**config.mk**
```make
export PLATFORM = sky130hd
export DESIGN_NAME = if_fetch_stage
export DESIGN_NICKNAME = d
export VERILOG_FILES = /design/src/rtl/if_pkg.sv /design/src/rtl/if_skid_buf.sv /design/src/rtl/if_fetch_stage.sv
export SDC_FILE = /design/constraint.sdc
export NUM_CORES = 1
export LEC_CHECK = 0
export ABC_AREA = 1
export CORE_MARGIN = 1
export CORE_UTILIZATION = 33
export CTS_BUF_LIST = sky130_fd_sc_hd__clkbuf_4
export DETAILED_ROUTE_END_ITERATION = 8
export PLACE_DENSITY = 0.54
export SETUP_SLACK_MARGIN = 0.1
export SLEW_MARGIN = 20
export SYNTH_ARGS = -nofsm -noshare
export SYNTH_HDL_FRONTEND = slang
export SYNTH_SLANG_ARGS = --single-unit
```
**constraint.sdc**
```tcl
create_clock -name clk -period 5.6 [get_ports clk]
set_input_delay 1.12 -clock clk [delete_from_list [all_inputs] [get_ports clk]]
set_output_delay 1.12 -clock clk [all_outputs]
set_load 0.01 [all_outputs]
```
**src/rtl/if_pkg.sv**
```systemverilog
`default_nettype none
// ============================================================================
//  Module  : if_pkg
//  Brief   : Shared types and constants for the instruction-fetch stage.
//  Revision: 1.0  initial release
// ============================================================================
package if_pkg;

    // Fetch FSM encoding.
    typedef logic [1:0] fetch_state_t;
    localparam fetch_state_t c_ST_FETCH = 2'd0;
    localparam fetch_state_t c_ST_DRAIN = 2'd1;
    localparam fetch_state_t c_ST_BUF   = 2'd2;
    localparam fetch_state_t c_ST_HALT  = 2'd3;

    // Opcodes the fetch stage cares about (instruction bits [15:12]).
    localparam logic [3:0]  c_OP_HLT    = 4'b1111;
    localparam logic [3:0]  c_OP_B      = 4'b1100;

    // Instruction placed in IF/ID when it holds nothing real.
    localparam logic [15:0] c_NOP_INSTR = 16'h0000;

    // Byte increment between consecutive instructions.
    localparam int          c_PC_INC    = 2;

    function automatic logic is_hlt(input logic [3:0] opcode);
        return (opcode == c_OP_HLT);
    endfunction

endpackage
`default_nettype wire

```
**src/rtl/if_skid_buf.sv**
```systemverilog
`default_nettype none
// ============================================================================
//  Module  : if_skid_buf
//  Brief   : One-entry {instr, pc_plus} holding register with load, unload
//            and clear. Clear dominates load, load dominates unload.
//  Revision: 1.0  initial release
// ============================================================================
module if_skid_buf
    import if_pkg::*;
#(
    parameter int PC_W    = 16,
    parameter int INSTR_W = 16
) (
    input  wire logic               clk,
    input  wire logic               rst,
    input  wire logic               i_load,
    input  wire logic               i_unload,
    input  wire logic               i_clear,
    input  wire logic [INSTR_W-1:0] i_instr,
    input  wire logic [PC_W-1:0]    i_pc_plus,
    output logic                    o_valid,
    output logic [INSTR_W-1:0]      o_instr,
    output logic [PC_W-1:0]         o_pc_plus
);

    logic               r_valid;
    logic [INSTR_W-1:0] r_instr;
    logic [PC_W-1:0]    r_pc_plus;

    // Capture a fetched instruction while downstream is stalled.
    always_ff @(posedge clk or posedge rst) begin
        if (rst) begin
            r_valid   <= 1'b0;
            r_instr   <= INSTR_W'(c_NOP_INSTR);
            r_pc_plus <= '0;
        end else if (i_clear) begin
            r_valid   <= 1'b0;
        end else if (i_load) begin
            r_valid   <= 1'b1;
            r_instr   <= i_instr;
            r_pc_plus <= i_pc_plus;
        end else if (i_unload) begin
            r_valid   <= 1'b0;
        end
    end

    assign o_valid   = r_valid;
    assign o_instr   = r_instr;
    assign o_pc_plus = r_pc_plus;

endmodule
`default_nettype wire

```
**src/rtl/if_fetch_stage.sv**
```systemverilog
`default_nettype none
// ============================================================================
//  Module  : if_fetch_stage
//  Brief   : Instruction-fetch stage. Owns the PC, talks to a variable-latency
//            instruction memory over req/rdy, redirects on taken branches,
//            absorbs stalls in a one-entry skid buffer and stops on HLT.
//  Revision: 1.0  initial release
// ============================================================================
module if_fetch_stage
    import if_pkg::*;
#(
    parameter int              PC_W     = 16,
    parameter int              INSTR_W  = 16,
    parameter int              PC_INC   = c_PC_INC,
    parameter logic [PC_W-1:0] RESET_PC = {PC_W{1'b0}}
) (
    input  wire logic               clk,
    input  wire logic               rst,
    input  wire logic               br_ctrl,
    input  wire logic [PC_W-1:0]    br_target,
    input  wire logic               stall,
    output logic                    imem_req,
    output logic [PC_W-1:0]         imem_addr,
    input  wire logic               imem_rdy,
    input  wire logic [INSTR_W-1:0] imem_data,
    output logic [INSTR_W-1:0]      if_id_instr,
    output logic [PC_W-1:0]         if_id_pc_plus,
    output logic                    if_id_valid,
    output logic                    halted
);

    localparam logic [PC_W-1:0] c_PC_STEP = PC_W'(PC_INC);

    fetch_state_t       r_state,     w_state_nxt;
    logic [PC_W-1:0]    r_pc,        w_pc_nxt;
    logic [PC_W-1:0]    r_pend_pc,   w_pend_pc_nxt;
    logic               r_req,       w_req_nxt;
    logic [INSTR_W-1:0] r_if_instr,  w_if_instr_nxt;
    logic [PC_W-1:0]    r_if_pcp,    w_if_pcp_nxt;
    logic               r_if_valid,  w_if_valid_nxt;

    logic               w_skid_load, w_skid_unload, w_skid_clear;
    logic               w_skid_valid;
    logic [INSTR_W-1:0] w_skid_instr;
    logic [PC_W-1:0]    w_skid_pcp;
    logic [PC_W-1:0]    w_pc_plus;

    // PC arithmetic wraps naturally at 2^PC_W.
    assign w_pc_plus = r_pc + c_PC_STEP;

    if_skid_buf #(
        .PC_W    (PC_W),
        .INSTR_W (INSTR_W)
    ) u_skid (
        .clk       (clk),
        .rst       (rst),
        .i_load    (w_skid_load),
        .i_unload  (w_skid_unload),
        .i_clear   (w_skid_clear),
        .i_instr   (imem_data),
        .i_pc_plus (w_pc_plus),
        .o_valid   (w_skid_valid),
        .o_instr   (w_skid_instr),
        .o_pc_plus (w_skid_pcp)
    );

    // Next-state: branch redirect beats stall, stall beats normal fetch.
    always_comb begin
        w_state_nxt    = r_state;
        w_pc_nxt       = r_pc;
        w_pend_pc_nxt  = r_pend_pc;
        w_req_nxt      = r_req;
        w_if_instr_nxt = r_if_instr;
        w_if_pcp_nxt   = r_if_pcp;
        w_if_valid_nxt = r_if_valid;
        w_skid_load    = 1'b0;
        w_skid_unload  = 1'b0;
        w_skid_clear   = 1'b0;

        if (br_ctrl) begin
            w_if_valid_nxt = 1'b0;
            w_skid_clear   = 1'b1;
            if (r_req && !imem_rdy) begin
                // Request still in flight: it must complete before redirecting.
                w_pend_pc_nxt = br_target;
                w_state_nxt   = c_ST_DRAIN;
            end else begin
                w_pc_nxt      = br_target;
                w_state_nxt   = c_ST_FETCH;
                w_req_nxt     = !stall;
            end
        end else begin
            case (r_state)
                c_ST_FETCH: begin
                    if (r_req) begin
                        if (imem_rdy) begin
                            w_pc_nxt = w_pc_plus;
                            if (stall) begin
                                w_skid_load = 1'b1;
                                w_req_nxt   = 1'b0;
                                w_state_nxt = c_ST_BUF;
                            end else begin
                                w_if_instr_nxt = imem_data;
                                w_if_pcp_nxt   = w_pc_plus;
                                w_if_valid_nxt = 1'b1;
                                if (is_hlt(imem_data[INSTR_W-1 -: 4])) begin
                                    w_req_nxt   = 1'b0;
                                    w_state_nxt = c_ST_HALT;
                                end else begin
                                    w_req_nxt   = 1'b1;
                                end
                            end
                        end else if (!stall) begin
                            w_if_valid_nxt = 1'b0;
                        end
                    end else if (!stall) begin
                        w_req_nxt      = 1'b1;
                        w_if_valid_nxt = 1'b0;
                    end
                end
                c_ST_BUF: begin
                    if (!stall) begin
                        w_if_instr_nxt = w_skid_instr;
                        w_if_pcp_nxt   = w_skid_pcp;
                        w_if_valid_nxt = w_skid_valid;
                        w_skid_unload  = 1'b1;
                        if (w_skid_valid && is_hlt(w_skid_instr[INSTR_W-1 -: 4])) begin
                            w_state_nxt = c_ST_HALT;
                        end else begin
                            w_req_nxt   = 1'b1;
                            w_state_nxt = c_ST_FETCH;
                        end
                    end
                end
                c_ST_DRAIN: begin
                    // Data returned here belongs to the wrong path and is dropped.
                    if (imem_rdy) begin
                        w_pc_nxt    = r_pend_pc;
                        w_req_nxt   = !stall;
                        w_state_nxt = c_ST_FETCH;
                    end
                end
                c_ST_HALT: begin
                    w_req_nxt = 1'b0;
                end
                default: begin
                    w_state_nxt = c_ST_FETCH;
                    w_req_nxt   = 1'b0;
                end
            endcase
        end
    end

    // State, PC, request and IF/ID registers.
    always_ff @(posedge clk or posedge rst) begin
        if (rst) begin
            r_state    <= c_ST_FETCH;
            r_pc       <= RESET_PC;
            r_pend_pc  <= RESET_PC;
            r_req      <= 1'b0;
            r_if_instr <= INSTR_W'(c_NOP_INSTR);
            r_if_pcp   <= '0;
            r_if_valid <= 1'b0;
        end else begin
            r_state    <= w_state_nxt;
            r_pc       <= w_pc_nxt;
            r_pend_pc  <= w_pend_pc_nxt;
            r_req      <= w_req_nxt;
            r_if_instr <= w_if_instr_nxt;
            r_if_pcp   <= w_if_pcp_nxt;
            r_if_valid <= w_if_valid_nxt;
        end
    end

    assign imem_req      = r_req;
    assign imem_addr     = r_pc;
    assign if_id_instr   = r_if_instr;
    assign if_id_pc_plus = r_if_pcp;
    assign if_id_valid   = r_if_valid;
    assign halted        = (r_state == c_ST_HALT);

endmodule
`default_nettype wire

```
# Yosys cells after proc, flatten, opt, wreduce, memory -nomap -nowiden
# Index checks and enable logic that the tools add are counted.
# Widths: inputs -> output; s select.
# word_totals
register_bits	101
in_bits	37
output_inout_bits	51
# op_classes
add_sub_neg	1
n_bitwise	2
mux	55
reduce_logical	17
eq_ne	17
# op_table
op	count
$mux 16	13
$pmux 16 s2	3
$mux 1	28
$add 16x2->16 const B	1
$mux 2	8
$ne 3x3->1 const B	5
$reduce_and 6->1	2
$ne 2x2->1 const B	5
$reduce_bool 3->1	3
$eq 4x4->1 const B	2
$pmux 2 s3	1
$ne 5x5->1 const B	1
$reduce_and 5->1	1
$eq 2x2->1 const B	2
$ne 4x4->1 const B	1
$pmux 1 s4	1
$reduce_and 2->1	2
$reduce_and 4->1	1
$reduce_bool 4->1	1
$reduce_and 3->1	1
$eq 2x1->1 const B	1
$logic_and 1x1->1	2
$logic_not 1->1	2
$logic_not 2->1	1
3 further kinds	4

# Longest topological paths before layout
# depth
depth_word	7
mapped_depth	12
depth_no_buf	11

# Hierarchy
# Synthesis repeated with hierarchy kept, for this count alone.
# hier_totals
cells_unflattened	679
area_unflattened_um2	5392.7
# modules_own_cells
module	area_per_inst_um2	cells_each	seq_area_each_um2	n_inst
if_fetch_stage	3966.3	534	1701.6	1
if_skid_buf	1426.4	145	825.8	1

# Worst setup path before layout
# OpenSTA, ideal clock, no wires.
# synth_path
path_kind	input-to-reg
start	input br_ctrl
end	register r_pc[9], in the netlist imem_addr[9]
required_ns	5.479
cell_stages	10
arrival_time_ns	1.975
slack_ns	3.504
path_cell_list	buf_6 -> nor2_4 -> nand2_2 -> nand2_1 -> inv_2 -> nand2_4 -> inv_2 -> buf_6 -> nor2_1 -> a21oi_1
# synth_between
elab_chain_cells	2
# synth_rtl
element	line	source
start, declared	if_fetch_stage.sv:19	input wire logic br_ctrl,
$ne 3x3->1 (no source line), or another cell as far along	--	
$reduce_and 5->1 (no source line)	--	
end signal, assigned	if_fetch_stage.sv:166	r_pc <= w_pc_nxt;
end, declared	if_fetch_stage.sv:35	logic [PC_W-1:0] r_pc, w_pc_nxt;
# Parallel ways exist; a longest one is shown, timed or not.
# A chain may end at the register's enable or synchronous reset.

# Final worst setup path
# layout_path
start	input br_ctrl
end	register r_if_pcp[14], in the netlist if_id_pc_plus[14]
# layout_between
elab_chain_cells	2
# layout_rtl
element	line	source
$not 1->1 (no source line)	--	
$reduce_and 6->1 (no source line)	--	
end signal, assigned	if_fetch_stage.sv:170	r_if_pcp <= w_if_pcp_nxt;
end, declared	if_fetch_stage.sv:39	logic [PC_W-1:0] r_if_pcp, w_if_pcp_nxt;
# No other way between the ends.

==> metrics <==
largest family of logic cells by synthesized area simple AND/OR/NAND/NOR gates; Peak VDD IR 0.157 mV; Synth Area in Compound Gates 12.1%; Pwr Density about 520 nW/um^2; Net Count, Synth 689; number of antenna diodes 0; initial antenna violation count 0; Clock power frac 10.9%; Routability Congestion roughly 0.8; die extent in y about 130 um; 1st-pass router iterations 7; area of placed instances between 5000 and 6000 sq um; first-pass GRT wire length 21400 um; Critical Path Start br_ctrl; CTS Buf Count 9; max frequency 315 MHz; Detail Placement HPWL 8850 um; Mapped Area approximately 5000 sq um; Cells after DPL 891; total track usage 17.2%; Row Count 44; CTS tree done; clk sink count 101; Clock Path Buffers 2; Comb power frac a little under half; count of final max-slew check failures 0; Die Wd 125 um; Seq pwr share 42.5%; startpoint types primary input; slew of the pin with the lowest slew margin ~940 ps; commonest cells after routing, fill and taps aside nand2_1 (228), dfrtp_1 (101), clkdlybuf4s50_1 (87); total grt overflow 0; final hold viol count 0; violated checks DRC; Crit Reg-Reg Startpoint r_state[0]; share of layout cells above drive strength 1 4.98%; Layout area overhead 21.2%; worst skew pair latency ~470 ps; Syn Inst Count 646; Clock Tree Root clkbuf_4; Initial Util 34.2%; worst setup margin approximately 2400 ps; pre-CTS setup slack 1850 ps; Internal 1.84 mW; flip-flop and latch area ~2500 sq um; CORE AREA roughly 15000 sq um; Leakage between 2 and 3 nW; Max-Cap Viols 0; DRC viols 8; Syn Area/Cell 7.78 sq um; most common cell after layout, fill and taps aside nand2_1; die area approximately 16000 sq um; Tcrit/Tclk final 56.6%; Net Switching 1.33 mW; Rel. slew slack 37.2%; Min-Delay Path Class flop to flop; kind of end point of the critical path flop; nets@finish 761; xor and xnor area share after synthesis 1.22%; Hold WS 489 ps; Syn. warnings 0; minimum clock period roughly 3200 ps; remaining antenna violation count 0; Setup TNS 0 ps; critical path data arrival time 3530 ps; register area share after synthesis around 50%; PortBufs 87; vias in the first global route 4146; RSZ-0062 raised after global routing false; DR vias/cell 4.77; final instance area 6090 sq um; Power Total 3.17 mW; drt first-iter violations 313; DR WL/cell 14.0 um; Setup Fix Bufs, Post-CTS 0; largest net degree at the start of global routing 75; hold buffer count at CTS 0; utilization after layout 41.4%; worst-path maximum fanout 25; fraction of power spent switching nets between 40% and 50%; post-synthesis simple-gate area fraction 27.4%; FF+latch count, synth 101; FILL cells 1492; Setup violations, final 0; WS Path Type primary input to flop; status complete, but fails checks; Synth Area in Adders roughly 1.5%; skew final ~8.6 ps; fin cells 907; footprint of the multi-input gates between 2000 and 2500 sq um; htree depth 3; min-delay src u_skid.o_instr[3]; Yosys cell types 31; clock transition at the registers of the reported paths 150 ps; multiplexer area fraction after synthesis less than 1%; DR vias roughly 4300; CP required 5960 ps; final WL around 13000 um; post-CTS sizing 0; io pins 88
-- cell families after synthesis --
group | Yosys count
XOR/XNOR | 7
multiplexers | 1
flip-flops | 101
adder cells (fa/ha/maj) | 6
AO/OA/AOI/OAI | 112
AND/OR/NAND/NOR | 339
buffers and inverters | 80
-- area by class of cell --
type	count	share of cell area, %
Timing Repair Buffer	91	14.8
Sequential cell	101	41.5
Tap cell	184	3.78
Inverter	50	3.12
Clock inverter	5	0.432
Clock buffer	11	1.36
Multi-Input combinational cell	465	35.0
-- path summary, 6_finish.rpt --
check | slack, ps | cells past startpoint | end
worst min-delay path | 490 | 2 | u_skid.o_instr[3]
max in group asynchronous | 3430 | 3 | r_state[1]
worst min register to register | 490 | 2 | u_skid.o_instr[3]
min in group asynchronous | 1170 | 2 | if_id_pc_plus[11]
worst max register to register | 3030 | 7 | u_skid.o_pc_plus[13]
worst max-delay path | 2430 | 8 | if_id_pc_plus[14]
-- synthesized netlist by cell type (all sizes together) --
library cell,count,area share [%]
nand3,19,2.1
nor2,79,6.6
mux2,1,0.22
nand4,9,1.1
a22oi,1,0.15
a21o,2,0.30
nor3,2,0.20
dfrtp,101,50
inv,49,3.7
xnor2,2,0.35
clkbuf,11,0.82
clkinv,1,0.075
o21ai,69,6.9
buf,19,2.7
ha,6,1.5
a31oi,22,2.7
a21oi,16,1.6
o221ai,1,0.17
nand2,230,17
o211ai,1,0.15
xor2,5,0.87
-- power by group through the flow --
stage	logic, mW	registers [mW]	clock network, mW
2_1_floorplan	0.850	1.38	0
3_3_place_gp	1.46	1.36	0
3_5_place_dp	1.49	1.37	0
4_1_cts	1.49	1.35	0.365
5_1_grt	1.68	1.40	0.397
6_report	1.47	1.35	0.347
-- sequential cells by signal, indices dropped and copies added, names as in the netlist, 2 cells and up --
register	cells
if_id_instr	16
if_id_pc_plus	16
imem_addr	16
r_pend_pc	16
r_state	2
u_skid.o_instr	16
u_skid.o_pc_plus	16
-- worst max-delay path, cell delays in order --
cell	delay [ps]
clkdlybuf4s50_1	810
clkinv_1	610
nand3_2	280
nor2_4	150
inv_2	290
nor2_1	70
o21ai_0	110
nand2_1	90
-- routing by layer --
metal	vias to the layer above	global-route usage, %	share of wire, %	wire length, um
li1	2205	-	-	-
met1	2008	24.6	51	6520
met2	100	26.2	43	5500
met3	13	3.64	4.7	604
met4	0	5.02	0.95	121
met5	-	0	0	0
(Power assumes the default switching activity.)
